[config.mk]
export PLATFORM = sky130hd
export DESIGN_NAME = image_stream_sink_flat
export DESIGN_NICKNAME = d
export VERILOG_FILES = /design/src/rtl/image_pkg.sv /design/src/rtl/image_stream_sink_if.sv /design/src/rtl/rgb_to_gray.sv /design/src/rtl/image_stream_sink.sv /design/src/flat_wrapper.sv
export SDC_FILE = /design/constraint.sdc
export NUM_CORES = 1
export LEC_CHECK = 0
export CORE_MARGIN = 1
export CORE_UTILIZATION = 53
export DETAILED_ROUTE_END_ITERATION = 10
export HOLD_SLACK_MARGIN = 0.15
export PLACE_DENSITY_LB_ADDON = 0.12
export SYNTH_ARGS = -nofsm -noshare
export SYNTH_HDL_FRONTEND = slang
export SYNTH_SLANG_ARGS = --single-unit
[constraint.sdc]
create_clock -name clk -period 5.9 [get_ports clk]
set_input_delay 1.18 -clock clk [delete_from_list [all_inputs] [get_ports clk]]
set_output_delay 1.18 -clock clk [all_outputs]
set_load 0.005 [all_outputs]
[src/rtl/image_pkg.sv]
// Shared types and constants for the image capture pipeline: FSM encoding,
// RGB pixel payload and the integer luma approximation.
package image_pkg;

  typedef enum logic [1:0] {
    ST_IDLE    = 2'd0,
    ST_CAPTURE = 2'd1,
    ST_DRAIN   = 2'd2
  } state_e;

  localparam int unsigned BYTES_PER_PIXEL = 3;
  localparam int unsigned PHASE_W         = 2;

  localparam int unsigned LUMA_W     = 16;
  localparam int unsigned LUMA_R     = 77;
  localparam int unsigned LUMA_G     = 150;
  localparam int unsigned LUMA_B     = 29;
  localparam int unsigned LUMA_SHIFT = 8;

  localparam int unsigned DEFAULT_N = 450;
  localparam int unsigned DEFAULT_M = 450;

  typedef struct packed {
    logic [7:0] r;
    logic [7:0] g;
    logic [7:0] b;
  } rgb_t;

  // Coefficients sum to 256, so the 16-bit sum tops out at 65280 and never wraps.
  function automatic logic [7:0] luma(input rgb_t p);
    logic [LUMA_W-1:0] sum;
    sum = LUMA_W'(LUMA_R) * LUMA_W'(p.r)
        + LUMA_W'(LUMA_G) * LUMA_W'(p.g)
        + LUMA_W'(LUMA_B) * LUMA_W'(p.b);
    return 8'(sum >> LUMA_SHIFT);
  endfunction

endpackage

[src/rtl/image_stream_sink_if.sv]
// Control, camera byte stream and tagged pixel output of image_stream_sink.
interface image_stream_sink_if #(
  parameter int unsigned N = image_pkg::DEFAULT_N,
  parameter int unsigned M = image_pkg::DEFAULT_M
);
  localparam int unsigned XW = $clog2(N);
  localparam int unsigned YW = $clog2(M);

  logic                start;
  logic                abort;
  logic                data_valid;
  logic [7:0]          data_in;
  logic                camera_en;
  logic                busy;
  logic                pixel_valid;
  image_pkg::rgb_t     pixel_rgb;
  logic [7:0]          pixel_gray;
  logic [XW-1:0]       pixel_x;
  logic [YW-1:0]       pixel_y;
  logic                sof;
  logic                eol;
  logic                eof;

  modport slave (
    input  start, abort, data_valid, data_in,
    output camera_en, busy, pixel_valid, pixel_rgb, pixel_gray,
           pixel_x, pixel_y, sof, eol, eof
  );

  modport master (
    output start, abort, data_valid, data_in,
    input  camera_en, busy, pixel_valid, pixel_rgb, pixel_gray,
           pixel_x, pixel_y, sof, eol, eof
  );
endinterface

[src/rtl/rgb_to_gray.sv]
// Combinational 24-bit RGB to 8-bit luma converter.
module rgb_to_gray
  import image_pkg::*;
(
  input  rgb_t       rgb,
  output logic [7:0] gray_c
);
  assign gray_c = luma(rgb);
endmodule

[src/rtl/image_stream_sink.sv]
// Camera byte-stream receiver: requests a frame, reassembles R,G,B bytes into
// pixels, computes luma and emits registered pixels with coordinates and markers.
module image_stream_sink
  import image_pkg::*;
#(
  parameter int unsigned N = DEFAULT_N,
  parameter int unsigned M = DEFAULT_M
) (
  input  logic                clk,
  input  logic                rst,
  image_stream_sink_if.slave  bus
);
  localparam int unsigned XW = $clog2(N);
  localparam int unsigned YW = $clog2(M);
  localparam logic [XW-1:0]      X_LAST  = XW'(N - 1);
  localparam logic [YW-1:0]      Y_LAST  = YW'(M - 1);
  localparam logic [PHASE_W-1:0] PH_LAST = PHASE_W'(BYTES_PER_PIXEL - 1);

  state_e               state_q, state_d;
  logic [PHASE_W-1:0]   phase_q, phase_d;
  logic [XW-1:0]        x_q, x_d;
  logic [YW-1:0]        y_q, y_d;
  logic [7:0]           r_q, r_d;
  logic [7:0]           g_q, g_d;
  logic                 camera_en_q, camera_en_d;
  logic                 busy_q, busy_d;
  logic                 pix_valid_q, pix_valid_d;
  rgb_t                 rgb_q, rgb_d;
  logic [7:0]           gray_q, gray_d;
  logic [XW-1:0]        px_q, px_d;
  logic [YW-1:0]        py_q, py_d;
  logic                 sof_q, sof_d;
  logic                 eol_q, eol_d;
  logic                 eof_q, eof_d;

  rgb_t                 cur_rgb_c;
  logic [7:0]           cur_gray_c;
  logic                 x_last_c;
  logic                 y_last_c;

  // Pixel being completed this cycle: B comes straight from the stream.
  assign cur_rgb_c = {r_q, g_q, bus.data_in};
  assign x_last_c  = (x_q == X_LAST);
  assign y_last_c  = (y_q == Y_LAST);

  rgb_to_gray u_rgb_to_gray (
    .rgb    (cur_rgb_c),
    .gray_c (cur_gray_c)
  );

  always_comb begin
    state_d     = state_q;
    phase_d     = phase_q;
    x_d         = x_q;
    y_d         = y_q;
    r_d         = r_q;
    g_d         = g_q;
    pix_valid_d = 1'b0;
    rgb_d       = rgb_q;
    gray_d      = gray_q;
    px_d        = px_q;
    py_d        = py_q;
    sof_d       = 1'b0;
    eol_d       = 1'b0;
    eof_d       = 1'b0;

    case (state_q)
      ST_IDLE: begin
        if (bus.start && !bus.abort) begin
          state_d = ST_CAPTURE;
          phase_d = '0;
          x_d     = '0;
          y_d     = '0;
        end
      end
      ST_CAPTURE: begin
        if (bus.abort) begin
          state_d = ST_IDLE;
          phase_d = '0;
          x_d     = '0;
          y_d     = '0;
        end else if (bus.data_valid) begin
          phase_d = (phase_q == PH_LAST) ? '0 : phase_q + PHASE_W'(1);
          if (phase_q == PHASE_W'(0)) begin
            r_d = bus.data_in;
          end else if (phase_q == PHASE_W'(1)) begin
            g_d = bus.data_in;
          end else begin
            pix_valid_d = 1'b1;
            rgb_d       = cur_rgb_c;
            gray_d      = cur_gray_c;
            px_d        = x_q;
            py_d        = y_q;
            sof_d       = (x_q == '0) && (y_q == '0);
            eol_d       = x_last_c;
            eof_d       = x_last_c && y_last_c;
            x_d         = x_last_c ? '0 : x_q + XW'(1);
            if (x_last_c) begin
              y_d = y_last_c ? '0 : y_q + YW'(1);
            end
            if (x_last_c && y_last_c) begin
              state_d = ST_DRAIN;
            end
          end
        end
      end
      // Swallow the source's overshoot byte(s) until the stream goes quiet.
      ST_DRAIN: begin
        if (bus.abort || !bus.data_valid) begin
          state_d = ST_IDLE;
        end
      end
      default: state_d = ST_IDLE;
    endcase

    camera_en_d = (state_d == ST_CAPTURE);
    busy_d      = (state_d != ST_IDLE);
  end

  always_ff @(posedge clk or posedge rst) begin
    if (rst) begin
      state_q     <= ST_IDLE;
      phase_q     <= '0;
      x_q         <= '0;
      y_q         <= '0;
      r_q         <= '0;
      g_q         <= '0;
      camera_en_q <= 1'b0;
      busy_q      <= 1'b0;
      pix_valid_q <= 1'b0;
      rgb_q       <= '0;
      gray_q      <= '0;
      px_q        <= '0;
      py_q        <= '0;
      sof_q       <= 1'b0;
      eol_q       <= 1'b0;
      eof_q       <= 1'b0;
    end else begin
      state_q     <= state_d;
      phase_q     <= phase_d;
      x_q         <= x_d;
      y_q         <= y_d;
      r_q         <= r_d;
      g_q         <= g_d;
      camera_en_q <= camera_en_d;
      busy_q      <= busy_d;
      pix_valid_q <= pix_valid_d;
      rgb_q       <= rgb_d;
      gray_q      <= gray_d;
      px_q        <= px_d;
      py_q        <= py_d;
      sof_q       <= sof_d;
      eol_q       <= eol_d;
      eof_q       <= eof_d;
    end
  end

  assign bus.camera_en   = camera_en_q;
  assign bus.busy        = busy_q;
  assign bus.pixel_valid = pix_valid_q;
  assign bus.pixel_rgb   = rgb_q;
  assign bus.pixel_gray  = gray_q;
  assign bus.pixel_x     = px_q;
  assign bus.pixel_y     = py_q;
  assign bus.sof         = sof_q;
  assign bus.eol         = eol_q;
  assign bus.eof         = eof_q;

endmodule

[src/flat_wrapper.sv]
// flat-port wrapper written by rule: the top's interface ports become plain ports
module image_stream_sink_flat import image_pkg::*;
#(
  parameter int unsigned N = DEFAULT_N,
  parameter int unsigned M = DEFAULT_M
)
  (clk, rst, bus_start, bus_abort, bus_data_valid, bus_data_in, bus_camera_en, bus_busy, bus_pixel_valid, bus_pixel_rgb, bus_pixel_gray, bus_pixel_x, bus_pixel_y, bus_sof, bus_eol, bus_eof);
  image_stream_sink_if #(.N(N), .M(M)) bus_i ();
  input  logic clk;
  input  logic rst;
  input wire logic [$bits(bus_i.start)-1:0] bus_start;
  input wire logic [$bits(bus_i.abort)-1:0] bus_abort;
  input wire logic [$bits(bus_i.data_valid)-1:0] bus_data_valid;
  input wire logic [$bits(bus_i.data_in)-1:0] bus_data_in;
  output wire logic [$bits(bus_i.camera_en)-1:0] bus_camera_en;
  output wire logic [$bits(bus_i.busy)-1:0] bus_busy;
  output wire logic [$bits(bus_i.pixel_valid)-1:0] bus_pixel_valid;
  output wire logic [$bits(bus_i.pixel_rgb)-1:0] bus_pixel_rgb;
  output wire logic [$bits(bus_i.pixel_gray)-1:0] bus_pixel_gray;
  output wire logic [$bits(bus_i.pixel_x)-1:0] bus_pixel_x;
  output wire logic [$bits(bus_i.pixel_y)-1:0] bus_pixel_y;
  output wire logic [$bits(bus_i.sof)-1:0] bus_sof;
  output wire logic [$bits(bus_i.eol)-1:0] bus_eol;
  output wire logic [$bits(bus_i.eof)-1:0] bus_eof;
  assign bus_i.start = bus_start;
  assign bus_i.abort = bus_abort;
  assign bus_i.data_valid = bus_data_valid;
  assign bus_i.data_in = bus_data_in;
  assign bus_camera_en = bus_i.camera_en;
  assign bus_busy = bus_i.busy;
  assign bus_pixel_valid = bus_i.pixel_valid;
  assign bus_pixel_rgb = bus_i.pixel_rgb;
  assign bus_pixel_gray = bus_i.pixel_gray;
  assign bus_pixel_x = bus_i.pixel_x;
  assign bus_pixel_y = bus_i.pixel_y;
  assign bus_sof = bus_i.sof;
  assign bus_eol = bus_i.eol;
  assign bus_eof = bus_i.eof;
  image_stream_sink #(.N(N), .M(M)) u_core (.clk(clk), .rst(rst), .bus(bus_i));
endmodule
### Word-level counts from Yosys, hierarchy flattened

Index checks and enable logic that the tools add are counted.

* word-level logic and storage cells: 106
* bits of input ports: 13
* output and inout port bits: 56
* register bits after elaboration: 94

* add/subtract/negate cells: 5
* multiplexer cells: 47
* bitwise logic cells: 3
* equality and inequality tests: 12
* reductions and logical operators: 18
* $mul: 3

Operators by type and width (count)
* 2-to-1 mux 9 bit: 12
* case mux 9 bit (2 select lines): 2
* multiplier 7 x 8 -> 15 bit (first input constant): 2
* 2-to-1 mux 2 bit: 11
* 2-to-1 mux 1 bit: 20
* adder 9 x 1 -> 9 bit (second input constant): 2
* equality test 9 bit (second input constant): 2
* logical NOT 9 bit: 2
* adder 15 x 16 -> 16 bit: 1
* adder 16 x 13 -> 16 bit: 1
* AND reduction 5 bit: 3
* multiplier 5 x 8 -> 13 bit (first input constant): 1
* != test 3 bit (second input constant): 3
* equality test 2 x 1 -> 1 bit (second input constant): 3
* case mux 2 bit (3 select lines): 1
* AND reduction 6 bit: 1
* equality test 2 bit (second input constant): 2
* logical NOT 2 bit: 2
* case mux 2 bit (2 select lines): 1
* AND reduction 4 bit: 1
* nonzero test 2 bit: 2
* logical AND 1 bit: 3
* != test 3 x 2 -> 1 bit (second input constant): 1
* NOT 1 bit: 3
* other kinds (5): 6

### Logic depth before layout (Yosys ltp)

* depth after elaboration: 9
* depth in mapped cells: 23
* mapped depth without buffers: 23

### Modules after synthesis

From an unflattened synthesis, not the netlist that was laid out.

* cell total of the unflattened synthesis: 731
* area total of the unflattened synthesis: 7184.4 um^2

By module, submodules not included
* image_stream_sink: cells each 400, times used 1, sequential area each 2352.3 um^2, area each 4003.8 um^2
* rgb_to_gray: cells each 331, times used 1, sequential area each 0.0 um^2, area each 3180.6 um^2

### Worst setup path after synthesis

No wires, ideal clock.

* kind: register to register
* start point: register u_core.g_q[4]
* end point: register u_core.gray_q[4] (netlist: u_core.bus.pixel_gray[4])
* period minus slack after synthesis: 6078 ps
* required time: 5784 ps
* cell stages (with the launch flop): 24
* path buffers: 0
* data arrival time: 5963 ps
* path slack: -178 ps
* setup time: 116 ps
* cells stage by stage: dfrtp_1 -> ha_1 -> ha_1 -> inv_1 -> fa_1 -> fa_1 -> inv_1 -> ha_1 -> a21o_1 -> a21o_1 -> xor2_1 -> ha_1 -> fa_1 -> inv_1 -> fa_1 -> fa_1 -> inv_1 -> ha_1 -> nand2_1 -> nor2_1 -> nand3_1 -> a21oi_1 -> mux2_2 -> o311ai_0

* word-level cells in the longest chain between the ends: 3

RTL lines
* start: declaration: line image_stream_sink.sv:24 `logic [7:0] g_q, g_d;`
* start signal: assignment: line image_stream_sink.sv:144 `g_q <= g_d;`
* multiplier 7 x 8 -> 15 bit: line image_pkg.sv:33 `+ LUMA_W'(LUMA_G) * LUMA_W'(p.g)`
* adder 15 x 16 -> 16 bit: line image_pkg.sv:33
* adder 16 x 13 -> 16 bit: line image_pkg.sv:34 `+ LUMA_W'(LUMA_B) * LUMA_W'(p.b);`
* end signal: assignment: line image_stream_sink.sv:149 `gray_q <= gray_d;`
* end: declaration: line image_stream_sink.sv:29 `logic [7:0] gray_q, gray_d;`

Every way passes these cells.
A chain may end at the register's enable or synchronous reset.

### Worst setup path in the final report

* start point: register u_core.g_q[6]
* end point: register u_core.gray_q[4] (netlist: u_core.bus.pixel_gray[4])

Same word-level chain as after synthesis.

==> reports/qor.csv <==
stage,metric,value,unit
cts,Root Driver,clkbuf_16,
cts,"CTS clk-pin slew, worst paths",0.07,ns
logic_synthesis,synthesized area,7050,um^2
cts,Sinks on Clock Net,94,
timing,Final WS setup,-0.00470,ns
worst_setup_path,worst path required time,6.15,ns
drt,Routed WL per cell,16.0,um
cells_and_area,# fillers,965,
worst_setup_path,Crit path depth,23,
timing,final period utilization,100,%
cts,htree depth,3,
worst_setup_path,cell chain of the critical path,ha_4 -> ha_4 -> inv_2 -> fa_1 -> fa_1 -> inv_2 -> ha_4 -> a21o_1 -> a21o_1 -> xor2_1 -> ha_1 -> fa_1 -> inv_1 -> fa_2 -> fa_1 -> inv_2 -> ha_4 -> nand2_4 -> nor2_4 -> nand3_4 -> a21oi_2 -> mux2_4 -> o311ai_4,
drt,router iterations before antenna repair,4,
placed_design,Place WS,-0.210,ns
cells_and_area,layout cells sized above 1,14.9,%
logic_synthesis,post-synth top area share,33.4,%
outcome,outcome,finished with violations,
grt,initial antenna violation count,0,
logic_synthesis,Mapped Cells,727,
worst_setup_path,CP Data Arrival Time,6.15,ns
grt,largest net degree at the start of global routing,52,
logic_synthesis,syn_area_per_cell,9.69,um^2
grt,global-route usage over all layers,25.4,%
die,die area,13800,um^2
worst_setup_path,startpoint types,flip-flop,
cells_and_area,area delta synth->final,24.7,%
timing,Rel. slew slack,49.9,%
timing,"Slew Viols, Final",0,
worst_setup_path,slowest CP cell,fa_1,
cells_and_area,"commonest non-fill, non-tap cells in the layout","145 x nand2_1, 96 x inv_1, 94 x dfrtp_1, 81 x ha_1, 68 x clkdlybuf4s50_1",
cells_and_area,Layout Cells excl Fill,1009,
cts,CTS Hold Buffers Added,0,
logic_synthesis,YS warnings,0,
die,Die Ht,117,um
worst_setup_path,WP buf/inv,4,
die,io pins,69,
placed_design,placer congestion estimate,0.914,
logic_synthesis,post-synthesis sequential area ratio,33.4,%
timing,Fmax,0.169,GHz
cts,TritonCTS buffer count,9,
worst_hold_path,worst hold path stage count,2,
cells_and_area,fin nets,991,
logic_synthesis,leading area contributor after synthesis,dfrtp_1,
worst_setup_path,worst-path maximum fanout,5,
timing,RSZ-0062 raised after global routing,true,
worst_setup_path,R2R depth,23,
die,core area,12800,um^2
timing,Fin Setup TNS,-0.00470,ns
logic_synthesis,"FFs w/ async S/R, synth",100,%
logic_synthesis,Post-synth EDFFs,0,
drt,ANT nets after route,0,
drt,routed vias/inst,5.36,
worst_setup_path,WS Path Type,flip-flop to flip-flop,
worst_setup_path,CP Capture Type,flip-flop,
timing,min Tclk post-route,5.90,ns
timing,Worst Tran Pin Value,0.749,ns
cells_and_area,antenna cells,0,
flow_run,Max-Cap Viols,0,
worst_setup_path,"Largest stage delay, worst path",0.56,ns
die,Die X,117,um
drt,routed via count,5412,
worst_hold_path,Min-Delay Path Class,flip-flop to flip-flop,
cells_and_area,"most common cell after layout, fill and taps aside",nand2_1,
drt,1st-iter DRT viols,253,
die,Initial Util,55.2,%
logic_synthesis,"Net Count, Synth",885,
timing,final setup fails,1,
timing,skew final,0.00368,ns
timing,Final Hold Viols,0,
drt,DRC viols,0,
cts,clock buffer depth,2,
grt,gr ovfl total,0,
cts,worst skew pair latency,0.35,ns
logic_synthesis,"Primary FF master, synth",dfrtp_1,
placed_design,I/O Buffers,68,
drt,Routed WL,16100,um
grt,vias in the first global route,5468,
logic_synthesis,Yosys cell types,51,
grt,first-pass GRT wire length,26600,um
die,Cell Rows,41,
placed_design,DP Cell Count,990,
placed_design,hpwl dp,12400,um
logic_synthesis,"FF+latch count, synth",94,
logic_synthesis,Area contributors post-synth,"dfrtp_1 33%, ha_1 16%, fa_1 16%",
outcome,failing checks,setup timing,
worst_setup_path,CP top delay family,adder cells,
cts,CTS tree,yes,
-- registers in the layout, summed over array words and instances (netlist names), 2 cells and up --
signal / cells
u_core.bus.pixel_gray: 8
u_core.bus.pixel_rgb: 24
u_core.bus.pixel_x: 9
u_core.bus.pixel_y: 9
u_core.g_q: 8
u_core.phase_q: 2
u_core.r_q: 8
u_core.state_q: 2
u_core.x_q: 9
u_core.y_q: 9
-- repair_timing --
item,in CTS,in global routing
pin swaps,21,27
endpoints found under the setup margin,6,7
buffers inserted,2,2
gates resized for setup,24,30
-- routing by layer --
metal  part of all wire, %  track usage (%)
met1                    46             35.5
met2                    48             41.5
met3                   4.8             3.50
met4                   1.8             7.09
met5                     0                0
-- logic make-up (layout without fill, tap and decap cells) --
group,Yosys count,after routing,synth area share (%)
AO/OA/AOI/OAI,110,110,8.86
XOR/XNOR,19,19,2.57
adder cells (fa/ha/maj),145,145,31.6
buffers and inverters,118,228,6.54
flip-flops,94,94,33.4
multiplexers,15,15,2.36
AND/OR/NAND/NOR,226,226,14.7
-- tightest hold or removal path, cell delays in order, from the launching register on --
cell and delay, ns:
dfrtp_1 0.34, nand2_1 0.05, nand2_1 0.05
-- worst paths after layout --
path | startpoint | endpoint | slack (ns)
setup reg to reg | u_core.g_q[6] | u_core.bus.pixel_gray[4] | -0.005
max in group asynchronous | rst | u_core.bus.pixel_gray[3] | 3.62
hold reg to reg | u_core.bus.pixel_y[4] | u_core.bus.pixel_y[4] | 0.47
hold / removal | u_core.bus.pixel_y[4] | u_core.bus.pixel_y[4] | 0.47
setup / recovery | u_core.g_q[6] | u_core.bus.pixel_gray[4] | -0.005
min in group asynchronous | rst | u_core.phase_q[0] | 1.26
-- synthesized netlist by cell type, types with 3 or more instances --
library cell and count:
xnor2_1 12, and2_1 3, xor2_1 6, dfrtp_1 94, nor2_1 22, inv_1 101
nor3_1 6, clkbuf_1 12, nand3_1 12, and3_1 6, o21bai_1 4, a21o_1 7
nand2_1 147, o21ai_0 49, nand4_1 7, o21ai_1 4, mux2_2 13, or2_2 3
fa_1 55, nor4_1 4, a21oi_1 30, ha_1 90, o31ai_1 5
-- final cells by class --
cell class                      count  area [um^2]  area share [%]
Clock buffer                       10          239            2.72
Clock inverter                      5         65.1           0.741
Inverter                          102          385            4.39
Multi-Input combinational cell    515         4530            51.5
Sequential cell                    94         2350            26.8
Tap cell                          172          215            2.45
Timing Repair Buffer              111         1000            11.4
-- through the flow --
step                hold WS [ns]  util (%)  area, um^2
finish                     0.474      68.8        8790
floorplan                  0.470         -        7070
CTS                        0.480      67.2        8590
detailed placement         0.462      64.1        8190
global route               0.498      68.8        8790
global placement           0.458      64.1        8190
Power is not shown: default switching activity piles up to over one toggle a cycle in this logic, so the estimate is an artifact.
